===== config.mk =====
export PLATFORM = sky130hd
export DESIGN_NAME = perf_counter
export DESIGN_NICKNAME = d
export VERILOG_FILES = /design/src/rtl/perf_counter.sv
export SDC_FILE = /design/constraint.sdc
export NUM_CORES = 1
export LEC_CHECK = 0
export ABC_AREA = 1
export ABC_CLOCK_PERIOD_IN_PS = 1990
export CAP_MARGIN = 30
export CORE_AREA = 2 2 127 129
export DETAILED_ROUTE_END_ITERATION = 6
export DIE_AREA = 0 0 129 131
export GPL_ROUTABILITY_DRIVEN = 0
export PLACE_DENSITY_LB_ADDON = 0.25
export SETUP_SLACK_MARGIN = 0.1
export SYNTH_ARGS = -nofsm -noshare
export SYNTH_HDL_FRONTEND = slang
export SYNTH_SLANG_ARGS = --single-unit

===== constraint.sdc =====
create_clock -name clk -period 1.99 [get_ports clk]
set_clock_uncertainty 0.2 [all_clocks]
set_input_delay 0.4975 -clock clk [delete_from_list [all_inputs] [get_ports clk]]
set_output_delay 0.4975 -clock clk [all_outputs]
set_load 0.005 [all_outputs]

===== src/rtl/perf_counter.sv =====
// Cycle and retired-instruction performance counters, each with a STOP/RUN FSM,
// driven by decode control events and read through a registered port.
module perf_counter #(
   parameter int unsigned WIDTH = 32
) (
   input  logic             clk,
   input  logic             rst,
   input  logic             evt_valid,
   input  logic             str_ccnt,
   input  logic             str_icnt,
   input  logic             stp_cnt,
   input  logic             inc_instr,
   input  logic             rd_sel,
   output logic [WIDTH-1:0] rd_data,
   output logic             ccnt_run,
   output logic             icnt_run,
   output logic             ccnt_ovf,
   output logic             icnt_ovf
);

   typedef enum logic [0:0] {StStop, StRun} run_e;

   run_e             ccnt_st_q, ccnt_st_d;
   run_e             icnt_st_q, icnt_st_d;
   logic [WIDTH-1:0] ccnt_q, ccnt_d;
   logic [WIDTH-1:0] icnt_q, icnt_d;
   logic             ccnt_ovf_q, ccnt_ovf_d;
   logic             icnt_ovf_q, icnt_ovf_d;
   logic [WIDTH-1:0] rd_data_q, rd_data_d;

   logic evt_stp, evt_strc, evt_stri, evt_inc;

   always_comb begin
      evt_stp  = evt_valid & stp_cnt;
      evt_strc = evt_valid & str_ccnt;
      evt_stri = evt_valid & str_icnt;
      evt_inc  = evt_valid & inc_instr;

      ccnt_st_d  = ccnt_st_q;
      ccnt_d     = ccnt_q;
      ccnt_ovf_d = ccnt_ovf_q;
      // Stop wins over start and increment; the cycle counter also ticks on stalled cycles.
      if (evt_stp) begin
         ccnt_st_d = StStop;
      end else if (evt_strc) begin
         ccnt_st_d  = StRun;
         ccnt_d     = '0;
         ccnt_ovf_d = 1'b0;
      end else if (ccnt_st_q == StRun) begin
         ccnt_d = ccnt_q + WIDTH'(1);
         if (&ccnt_q) ccnt_ovf_d = 1'b1;
      end

      icnt_st_d  = icnt_st_q;
      icnt_d     = icnt_q;
      icnt_ovf_d = icnt_ovf_q;
      if (evt_stp) begin
         icnt_st_d = StStop;
      end else if (evt_stri) begin
         icnt_st_d  = StRun;
         icnt_d     = '0;
         icnt_ovf_d = 1'b0;
      end else if (icnt_st_q == StRun && evt_inc) begin
         icnt_d = icnt_q + WIDTH'(1);
         if (&icnt_q) icnt_ovf_d = 1'b1;
      end

      rd_data_d = rd_sel ? icnt_q : ccnt_q;
   end

   always_ff @(posedge clk) begin
      if (!rst) begin
         ccnt_st_q  <= StStop;
         icnt_st_q  <= StStop;
         ccnt_q     <= '0;
         icnt_q     <= '0;
         ccnt_ovf_q <= 1'b0;
         icnt_ovf_q <= 1'b0;
         rd_data_q  <= '0;
      end else begin
         ccnt_st_q  <= ccnt_st_d;
         icnt_st_q  <= icnt_st_d;
         ccnt_q     <= ccnt_d;
         icnt_q     <= icnt_d;
         ccnt_ovf_q <= ccnt_ovf_d;
         icnt_ovf_q <= icnt_ovf_d;
         rd_data_q  <= rd_data_d;
      end
   end

   assign rd_data  = rd_data_q;
   assign ccnt_run = (ccnt_st_q == StRun);
   assign icnt_run = (icnt_st_q == StRun);
   assign ccnt_ovf = ccnt_ovf_q;
   assign icnt_ovf = icnt_ovf_q;

endmodule


### Word level (Yosys, flattened, before mapping)

Index checks and enable logic that the tools add are counted.

* logic and storage cells: 38
* output and inout port bits: 36
* bits in registers: 100
* bits of input ports: 8

* multiplexer cells: 11
* add/subtract/negate cells: 2
* bitwise logic cells: 6
* reductions and logical operators: 12

Operators by type and width (number)
* 2-to-1 mux 32 bit: 5
* adder 32 x 1 -> 32 bit (second input constant): 2
* AND reduction 32 bit: 2
* nonzero test 2 bit: 4
* 2-to-1 mux 1 bit: 6
* AND reduction 3 bit: 2
* bitwise AND 1 bit: 4
* AND reduction 2 bit: 2
* inverter 1 bit: 2
* OR reduction 2 bit: 1
* logical AND 1 bit: 1

### Longest topological paths before layout

Gate-level depths: netlist (run 1).

* depth after elaboration: 4
* gate-level depth with buffers: 10
* depth with buffers taken out: 10

### Least setup slack after synthesis (run 1)

OpenSTA, ideal clock, no wires.

* path type: input -> register
* start: in rst
* end: reg icnt_q[13]
* setup time: 64 ps
* data required time: 1726 ps
* data arrival time: 1333 ps
* buffers on the path: 2
* stages on the path: 6
* path slack: 393 ps
* path through: buf_2 inv_1 a21oi_1 clkbuf_1 nand2_1 nor2_1

RTL lines
* from (decl): RTL line 7 `input logic rst,`
* to (signal assigned): RTL line 84 `icnt_q <= icnt_d;`
* to (decl): RTL line 26 `logic [WIDTH-1:0] icnt_q, icnt_d;`

### Worst setup path in the final report (run 1)

* start: reg rd_data_q[30], in the netlist rd_data[30]
* end: out rd_data[30]

RTL lines
* from (decl): RTL line 29 `logic [WIDTH-1:0] rd_data_q, rd_data_d;`
* from (signal assigned): RTL line 87 `rd_data_q <= rd_data_d;`
* to (decl): RTL line 14 `output logic [WIDTH-1:0] rd_data,`

No word-level cell between the ends.

==> results.md, run 1 <==
- Status: complete, no violations
- Post-Route Setup TNS: 0 ns
- Synth Instances: 709
- Multiplexer share of the synthesized area: 0
- Initial DRC count: 366
- FP Rows: 46
- Total congestion overflow: 0
- ANT nets after route: 0
- Area share of fa/ha/maj cells after synthesis: 0.00532
- Clk sinks: 100
- Largest family of logic cells by synthesized area: simple AND/OR/NAND/NOR gates
- Setup Fix Bufs, Post-CTS: 0
- Sequential element share of the synthesized area: 0.426
- Starting Density: 0.302
- Final core area utilization: 0.378
- Clk_lat worst skew: 0.35 ns
- Fin Hold WS: 0.252 ns
- Worst slew margin relative to its limit: 0.766
- XOR/XNOR share of the synthesized area: 0
- Root buffer cell: clkbuf_16
- Placed wire-length estimate: 9.86 mm
- I/O pin total: 44
- Critical path peak fanout: 1
- WP data required: 1.29 ns
- Mean Syn Cell Area: 6.63 sq um
- Post-synth top area share: 0.426
- Max cap viols: 0
- Initial antenna violation count: 0
- Vias in the first global route: 4085
- Die ar.: 16900 sq um
- Critical-path top delay cell: clkdlybuf4s50_1
- Via density: 4.44
- Fin nets: 781
- N_diodes: 0
- Yosys top cell by area: dfxtp_1
- I/O Buffers: 43
- Largest net degree at the start of global routing: 35
- WP buf/inv: 1
- Min-Delay Path Class: reg2reg
- Wire per inst: 13.0 um
- Clock buffer depth: 2
- First-pass GRT wire length: 21.0 mm
- Minimum clock period: 1.86 ns
- Least-Margin Pin Slew: 0.349 ns
- CORE AREA: 15600 sq um
- Post-Syn Nets: 719
- Compound-Gate Fraction of Synth Area: 0.133
- Most common cell after layout, fill and taps aside: nand2_1
- Cell Pwr Density: 697 nW/um^2
- Final period utilization: 0.936
- Post-Route WL: 12.9 mm
- Final slew viol count: 0
- Critical path endpoint category: output port
- Crit path max-delay family: buffers and inverters
- CP peak stage delay: 0.49 ns
- Layout cell share with drive strength beyond 1: 0.101
- Detailed Routing Iterations Pass 1: 5
- Die Y: 131 um
- Clock slew at reported path FFs: 0.07 ns
- Worst Setup Path Type: reg2out
- Leakage Power: 2.36 nW
- Fmax: 537 MHz
- Gr usage total: 0.162
- Final Hold Fails: 0
- Post-Synth Simple-Gate Area: 0.358
- Cell Chain, Critical Path: clkdlybuf4s50_1
- RSZ-0062 raised after global routing: false
- # hold bufs at CTS: 0
- Setup violations, final: 0
- CTS tree: built
- Startpoint Class: register
- Number of remaining DRC errors: 0
- Htree depth: 3
- Post-synth cell types: 30
- Synthesized flop and latch total: 100
- Final worst slack: 0.127 ns
- Ys Warns: 0
- Worst EP arrival: 1.17 ns
- Commonest non-fill, non-tap cells in the layout: nand2_1, nor2_1, dfxtp_1
- Area Growth Syn to Fin: 25.4%
- TritonCTS buffer count: 9
- Die width: 129 um
- Synth area leaders: dfxtp_1, nand2_1, nor2_1
- Peak VDD IR: 0.000386 V
- Routed via count: 4401
- Setup WS pre-CTS: -0.253 ns
- Synthesized cell area: 4700 sq um
-- final timing paths --
| check | start | endpoint | slack [ns] | depth (start not counted) |
|---|---|---|---|---|
| worst min-delay path | icnt_ovf | icnt_ovf | 0.25 | 2 |
| worst min register to register | icnt_ovf | icnt_ovf | 0.25 | 2 |
| worst max register to register | ccnt_q[0] | ccnt_q[24] | 0.27 | 10 |
| worst max-delay path | rd_data[30] | rd_data[30] | 0.13 | 1 |
-- cell families (layout without fill, tap and decap cells) --
kind of cell	Yosys count	count (layout)
compound gates	123	123
fa+ha+maj	2	2
simple gates	393	393
buf+inv	91	158
flops	100	100
-- area by class of cell --
class / instances / area, sq um
clock buffers: 13 / 280
clock inverters: 3 / 18.8
fillers: 1703 / 9700
inverters: 73 / 277
multi-input cells: 518 / 2350
flip-flops and latches: 100 / 2010
well taps: 216 / 270
repair buffers: 69 / 694
-- registers in the layout, summed over array words and instances (netlist names) --
name / flops
rd_data: 32
ccnt_q: 32
ccnt_ovf: 1
ccnt_run: 1
icnt_ovf: 1
icnt_q: 32
icnt_run: 1
-- cell usage after synthesis --
cell / instances
nand2_1: 157
nor2_1: 149
dfxtp_1: 100
inv_1: 68
a21oi_1: 66
nand3_1: 51
o21ai_0: 50
clkbuf_1: 9
nor2_2: 8
nand2_2: 6
buf_2: 5
nand4_1: 5
nand2_4: 4
nor3_1: 4
inv_2: 3
o21ai_1: 3
o21bai_1: 3
and2_1: 2
buf_4: 2
ha_1: 2
nand3b_1: 2
nor2_4: 2
buf_1: 1
buf_6: 1
clkinv_1: 1
inv_4: 1
nand2_8: 1
nor2_8: 1
nor4_1: 1
o21ai_2: 1
-- per-layer routing --
metal,wire [um],global-route usage,share of wire
met1,6410,0.224,0.50
met2,5750,0.254,0.45
met3,516,0.0338,0.040
met4,199,0.0505,0.015
met5,0,0,0
-- report_power, final --
group          internal [mW]  switching (mW)  leakage (nW)  total, mW
logic                  0.131           0.155          1.40      0.287
registers               2.03          0.0133         0.812       2.05
clock network          0.985           0.794         0.152       1.78
total                   3.15           0.963          2.36       4.11
-- per-stage QoR --
step	std cells	power (mW)	instance area, sq um
after global placement	976	2.39	5560
final	992	4.11	5900
after CTS	992	4.15	5850
after detailed placement	976	2.39	5560
after global routing	992	4.25	5900
after floorplan	709	2.23	4700
-- what timing repair did --
item,4_1_cts,5_1_grt
pin swaps,0,0
gates resized for setup,11,18
endpoints found under the setup margin,10,61
Note: power is estimated with default switching activity, not from simulation.
==> inputs of run 2 (changes only) <==
Settings changed: CAP_MARGIN 30 to 15.
==> results of run 2 <==
Same layout as run 1: the final DEF is identical, and so are final timing and power.
